$ cat config.mk
export PLATFORM = sky130hd
export DESIGN_NAME = fp_mult_core
export DESIGN_NICKNAME = d
export VERILOG_FILES = /design/src/rtl/fp_pkg.sv /design/src/rtl/fp_norm_gs.sv /design/src/rtl/fp_mult_core.sv
export SDC_FILE = /design/constraint.sdc
export NUM_CORES = 1
export LEC_CHECK = 0
export CAP_MARGIN = 25
export CORE_MARGIN = 4
export CORE_UTILIZATION = 40
export CTS_CLUSTER_DIAMETER = 120
export DETAILED_ROUTE_END_ITERATION = 6
export GPL_TIMING_DRIVEN = 1
export PLACE_DENSITY = 0.58
export SYNTH_ARGS = -nofsm -noshare
export SYNTH_HDL_FRONTEND = slang
export SYNTH_HIERARCHICAL = 1
export SYNTH_SLANG_ARGS = --single-unit
$ cat constraint.sdc
create_clock -name clk -period 8.73 [get_ports clk]
set_input_delay 1.3095 -clock clk [delete_from_list [all_inputs] [get_ports clk]]
set_output_delay 1.3095 -clock clk [all_outputs]
set_load 0.05 [all_outputs]
$ cat src/rtl/fp_pkg.sv
// Shared single-precision multiplier definitions: field widths, FSM state encoding,
// special-operand classification and the result bundle handed to the rounding stage.
package fp_pkg;

  localparam int BIAS     = 127;
  localparam int EXP_W    = 8;
  localparam int FRAC_W   = 23;
  localparam int MAN_W    = 24;
  localparam int PROD_W   = 48;
  localparam int OEXP_W   = 10;
  localparam int CNT_W    = 5;
  localparam int LAST_BIT = MAN_W - 1;

  typedef enum logic [1:0] {
    IDLE,
    MULT,
    NORM,
    DONE
  } state_t;

  typedef enum logic [1:0] {
    SP_NONE,
    SP_ZERO,
    SP_INF,
    SP_NAN
  } special_t;

  typedef struct packed {
    logic              sign;
    logic [OEXP_W-1:0] exp;
    logic [MAN_W-1:0]  mantissa;
    logic              guard;
    logic              sticky;
    logic              is_zero;
    logic              is_inf;
    logic              is_nan;
  } result_t;

  // Denormals are flushed to zero, so a zero exponent field alone marks a zero operand.
  function automatic special_t classify(input logic [31:0] a, input logic [31:0] b);
    logic a_zero, b_zero, a_inf, b_inf, a_nan, b_nan;
    a_zero = (a[30:23] == '0);
    b_zero = (b[30:23] == '0);
    a_inf  = (a[30:23] == '1) && (a[22:0] == '0);
    b_inf  = (b[30:23] == '1) && (b[22:0] == '0);
    a_nan  = (a[30:23] == '1) && (a[22:0] != '0);
    b_nan  = (b[30:23] == '1) && (b[22:0] != '0);
    if (a_nan || b_nan || (a_inf && b_zero) || (b_inf && a_zero)) return SP_NAN;
    else if (a_inf || b_inf)                                        return SP_INF;
    else if (a_zero || b_zero)                                      return SP_ZERO;
    else                                                            return SP_NONE;
  endfunction

  function automatic result_t special_result(input logic sign, input special_t sp);
    result_t r;
    r         = '0;
    r.sign    = sign;
    r.is_zero = (sp == SP_ZERO);
    r.is_inf  = (sp == SP_INF);
    r.is_nan  = (sp == SP_NAN);
    return r;
  endfunction

endpackage

$ cat src/rtl/fp_norm_gs.sv
// Normalizes a 48-bit significand product to 24 bits and extracts guard/sticky.
// Purely combinational so other FP units can drop it into their own pipelines.
module fp_norm_gs
  import fp_pkg::*;
(
  input  logic [PROD_W-1:0] product,
  output logic [MAN_W-1:0]  mantissa,
  output logic              guard,
  output logic              sticky,
  output logic              norm_inc
);

  // A product of two [1,2) significands lies in [1,4): at most one bit of right shift.
  always_comb begin
    norm_inc = product[PROD_W-1];
    if (norm_inc) begin
      mantissa = product[PROD_W-1:PROD_W-MAN_W];
      guard    = product[PROD_W-MAN_W-1];
      sticky   = |product[PROD_W-MAN_W-2:0];
    end else begin
      mantissa = product[PROD_W-2:PROD_W-MAN_W-1];
      guard    = product[PROD_W-MAN_W-2];
      sticky   = |product[PROD_W-MAN_W-3:0];
    end
  end

endmodule

$ cat src/rtl/fp_mult_core.sv
// Iterative single-precision multiply core: radix-2 shift-add over 24 cycles, then
// normalization; emits sign/exponent/mantissa/guard/sticky for a separate rounding stage.
module fp_mult_core
  import fp_pkg::*;
#(
  parameter int FAST_SPECIAL = 1
) (
  input  logic              clk,
  input  logic              rst_n,
  input  logic              in_valid,
  output logic              in_ready,
  input  logic [31:0]       a,
  input  logic [31:0]       b,
  output logic              out_valid,
  input  logic              out_ready,
  output logic              sign,
  output logic [OEXP_W-1:0] exp,
  output logic [MAN_W-1:0]  mantissa,
  output logic              guard,
  output logic              sticky,
  output logic              is_zero,
  output logic              is_inf,
  output logic              is_nan
);

  state_t             state_q, state_d;
  logic [CNT_W-1:0]   cnt_q;
  logic [PROD_W-1:0]  acc_q;
  logic [PROD_W-1:0]  mcand_q;
  logic [MAN_W-1:0]   mplier_q;
  logic [EXP_W-1:0]   ea_q, eb_q;
  special_t           sp_q;
  result_t            res_q;

  special_t           in_sp;
  logic               accept;
  logic               take_fast;
  logic [MAN_W-1:0]   norm_man;
  logic               norm_guard, norm_sticky, norm_inc;
  logic [OEXP_W-1:0]  norm_exp;

  assign in_sp     = classify(a, b);
  assign accept    = (state_q == IDLE) && in_valid;
  assign take_fast = (FAST_SPECIAL != 0) && (in_sp != SP_NONE);

  // NOTE: every combinational output gets a default before the case so no path
  // leaves it unassigned; otherwise synthesis infers a latch to hold the old value.
  always_comb begin
    state_d = state_q;
    unique case (state_q)
      IDLE: if (in_valid) state_d = take_fast ? DONE : MULT;
      MULT: if (cnt_q == CNT_W'(LAST_BIT)) state_d = NORM;
      NORM: state_d = DONE;
      DONE: if (out_ready) state_d = IDLE;
      default: state_d = IDLE;
    endcase
  end

  // NOTE: sequential state uses non-blocking assignments so every register samples
  // pre-edge values; blocking here would create order-dependent simulation races.
  always_ff @(posedge clk or negedge rst_n) begin
    if (!rst_n) state_q <= IDLE;
    else        state_q <= state_d;
  end

  fp_norm_gs u_norm (
    .product  (acc_q),
    .mantissa (norm_man),
    .guard    (norm_guard),
    .sticky   (norm_sticky),
    .norm_inc (norm_inc)
  );

  // Ten-bit two's-complement exponent; wrap is intentional, range checks live downstream.
  assign norm_exp = {2'b00, ea_q} + {2'b00, eb_q} - OEXP_W'(BIAS) + {{(OEXP_W-1){1'b0}}, norm_inc};

  // NOTE: the whole datapath is reset, not just control, so an abort mid-multiply
  // leaves no partial product or stale result visible on the outputs.
  always_ff @(posedge clk or negedge rst_n) begin
    if (!rst_n) begin
      cnt_q    <= '0;
      acc_q    <= '0;
      mcand_q  <= '0;
      mplier_q <= '0;
      ea_q     <= '0;
      eb_q     <= '0;
      sp_q     <= SP_NONE;
      res_q    <= '0;
    end else begin
      unique case (state_q)
        IDLE: begin
          if (accept) begin
            ea_q     <= a[30:23];
            eb_q     <= b[30:23];
            mcand_q  <= {{(PROD_W-MAN_W){1'b0}}, |a[30:23], a[22:0]};
            mplier_q <= {|b[30:23], b[22:0]};
            acc_q    <= '0;
            cnt_q    <= '0;
            sp_q     <= in_sp;
            if (take_fast) begin
              res_q <= special_result(a[31] ^ b[31], in_sp);
            end else begin
              res_q      <= '0;
              res_q.sign <= a[31] ^ b[31];
            end
          end
        end
        MULT: begin
          // One multiplier bit per cycle, LSB first, multiplicand walking left.
          acc_q    <= acc_q + (mplier_q[0] ? mcand_q : '0);
          mcand_q  <= mcand_q << 1;
          mplier_q <= mplier_q >> 1;
          if (cnt_q != CNT_W'(LAST_BIT)) cnt_q <= cnt_q + CNT_W'(1);
        end
        NORM: begin
          if (sp_q != SP_NONE) begin
            res_q <= special_result(res_q.sign, sp_q);
          end else begin
            res_q <= '{sign:     res_q.sign,
                       exp:      norm_exp,
                       mantissa: norm_man,
                       guard:    norm_guard,
                       sticky:   norm_sticky,
                       is_zero:  1'b0,
                       is_inf:   1'b0,
                       is_nan:   1'b0};
          end
        end
        DONE: ; // result held until the rounding stage takes it
        default: ;
      endcase
    end
  end

  assign in_ready  = (state_q == IDLE);
  assign out_valid = (state_q == DONE);
  assign sign      = res_q.sign;
  assign exp       = res_q.exp;
  assign mantissa  = res_q.mantissa;
  assign guard     = res_q.guard;
  assign sticky    = res_q.sticky;
  assign is_zero   = res_q.is_zero;
  assign is_inf    = res_q.is_inf;
  assign is_nan    = res_q.is_nan;

endmodule

==> impl_metrics.ini <==
[run_status]
status = finished clean

[grt]
grt_max_degree = 117
grt-ovfl-total = 0
grt_use_total = 0.182
antenna_found_initial = 0
grt_pass1_vias = 9660
grt_pass1_wl_um = 50300

[setup_path]
endpoint_kind = output pin
start_kind = flip-flop
crit_type = reg -> out
worstPathArrival_ns = 2.42
path_max_fanout = 95
required_ns = 7.42

[place]
dpl.hpwl_um = 21100
portBuffers = 109
placed_cell_area_mm2 = 0.0133
gp_congestion = 0.882

[clock_tree]
clkTransAtPathRegs_ns = 0.08
htree_levels = 4
postCtsHoldBufs = 0
cts_buffers = 17
cts-root-buf = clkbuf_16
post-cts-setup-buffer-count = 0
clock_path_buffers = 2
clock_sinks = 185
cts_resized = 0
cts_tree = done
clk_latency_ns = 0.45

[drt]
drtPass1Iterations = 5
drt_wl_total_um = 30300
drt_iter0_drc = 645
vias_per_cell = 5.65
wl_per_cell_um = 17.5
route.detailed.drc = 0
antenna_left = 0
vias = 9806

[synthesis]
syn_inst = 1279
yosys_warnings = 6
synthDistinctLibCells = 69
async_flop_share = 1.00
ys.flop_type = dfrtp_1
synth_nets = 1418
synth.avg_cell_area_um2 = 9.36
synth_area_mm2 = 0.0120
yosysSeqAreaShare = 0.387
ys_ff_latch = 185
synth_edf_count = 0

[sta]
max_freq_ghz = 0.268
fin_hold_ws_ns = 0.486
hold_viol_final = 0
fin_crit_ns = 3.73
tightest_slew_ns = 0.916
skew_ns = 0.0285
slew_violations = 0
slew_headroom = 0.387
setup_violations = 0
period_share = 0.427
final.setup.tns_ns = 0
rsz0062_at_grt = false

[final_layout]
multi_input_area_mm2 = 0.00685
fillCellCount = 2839
nets = 1472
drive_gt1_frac = 0.113
antenna-diode-count = 0
finalInstanceArea_mm2 = 0.0139
register_area_mm2 = 0.00463
synthToLayoutAreaGrowth_pct = 16.4

[power]
peakVddDrop_mv = 0.198
leakage_nw = 5.86
finalPower_mw = 4.46
power_density_mw_per_mm2 = 320

[floorplanning]
io_pins = 110
initial_core_util = 0.405
fp.dieH_um = 181
row_count = 63
die_w_um = 181
dieArea_mm2 = 0.0328
core_mm2 = 0.0296

[hold_path]
min_path_type = reg -> reg

[job]
max_cap_viol_count = 0
## synthesized netlist by cell type (38+ instances only)
library cell    n  share of area
nor2_1         41          0.013
inv_1          38          0.012
clkbuf_1       66          0.021
ha_1           69          0.072
dfrtp_1       185           0.39
mux2_2         64          0.060
o21ai_0        89          0.037
a22o_1         54          0.040
o22ai_1        81          0.042
and2_1         48          0.025
a21oi_1       116          0.048
nand2_1       113          0.035
## path summary, 6_finish.rpt
path | from | to | slack (ns) | cells after the start
min reg2reg | exp[9] | exp[9] | 0.49 | 2
max in group asynchronous | rst_n | acc_q[3] | 7.09 | 3
max reg2reg | mplier_q[0] | acc_q[36] | 5.19 | 13
min in group asynchronous | rst_n | mantissa[6] | 0.77 | 1
max | state_q[0] | in_ready | 5.00 | 4
min | exp[9] | exp[9] | 0.49 | 2
## where the power goes
| part | internal, mW | switching, mW |
|---|---|---|
| clock | 0.377 | 0.378 |
| sequential | 1.11 | 0.225 |
| combinational | 0.984 | 1.39 |
## layout by cell type (no fill, tap or decap), types with 36 or more instances in the layout
master / netlist / final
a22o_1: 54 / 54
and2_1: 48 / 48
clkdlybuf4s50_1: 0 / 107
nor2_1: 41 / 41
nand2_1: 113 / 112
mux2_2: 64 / 64
o21ai_0: 89 / 89
dfrtp_1: 185 / 185
a21oi_1: 116 / 116
o22ai_1: 81 / 81
inv_1: 38 / 38
xnor2_1: 36 / 36
ha_1: 69 / 67
## stage by stage
stage | setup WS (ns) | util | std cells
after floorplan | 5.84 | - | 1279
after global placement | 5.09 | 0.450 | 1701
after detailed placement | 5.04 | 0.450 | 1701
after CTS | 4.56 | 0.468 | 1732
after global routing | 4.88 | 0.471 | 1735
final | 5.00 | 0.471 | 1735
## state kept, by name, indices dropped and copies added, names as in the netlist, 5 cells and up
register and cells:
mplier_q 24, acc_q 48, exp 10, mcand_q 48
eb_q 8, cnt_q 5, mantissa 24, ea_q 8
## worst max-delay path, cell delays in order, from the launching register on
cell             delay, ns
dfrtp_1               0.41
inv_1                 0.16
ha_4                  0.21
buf_16                0.32
clkdlybuf4s50_1       0.88
## metal layers
layer | vias up | GRT usage | part of all wire
li1 | 4854 | - | -
met1 | 4758 | 0.258 | 0.49
met2 | 173 | 0.301 | 0.47
met3 | 21 | 0.0270 | 0.032
met4 | 0 | 0.0342 | 0.011
met5 | - | 0 | 0
## cells by family (layout without fill, tap and decap cells)
group / count (synthesis) / after routing / synth area share
compound gates: 446 / 446 / 0.239
xor+xnor: 48 / 48 / 0.0351
fa+ha+maj: 71 / 71 / 0.0755
buf+inv: 127 / 193 / 0.0448
flops: 185 / 185 / 0.387
mux: 88 / 88 / 0.0878
simple gates: 314 / 314 / 0.131
## layout make-up
type                       count  area share
timing repair buffer         123      0.0901
tap                          390      0.0350
sequential                   185       0.332
clock inverter                13     0.00934
multi-input combinational    967       0.492
clock buffer                  18      0.0308
inverter                      39      0.0105
Note: power is estimated with default switching activity, not from simulation.
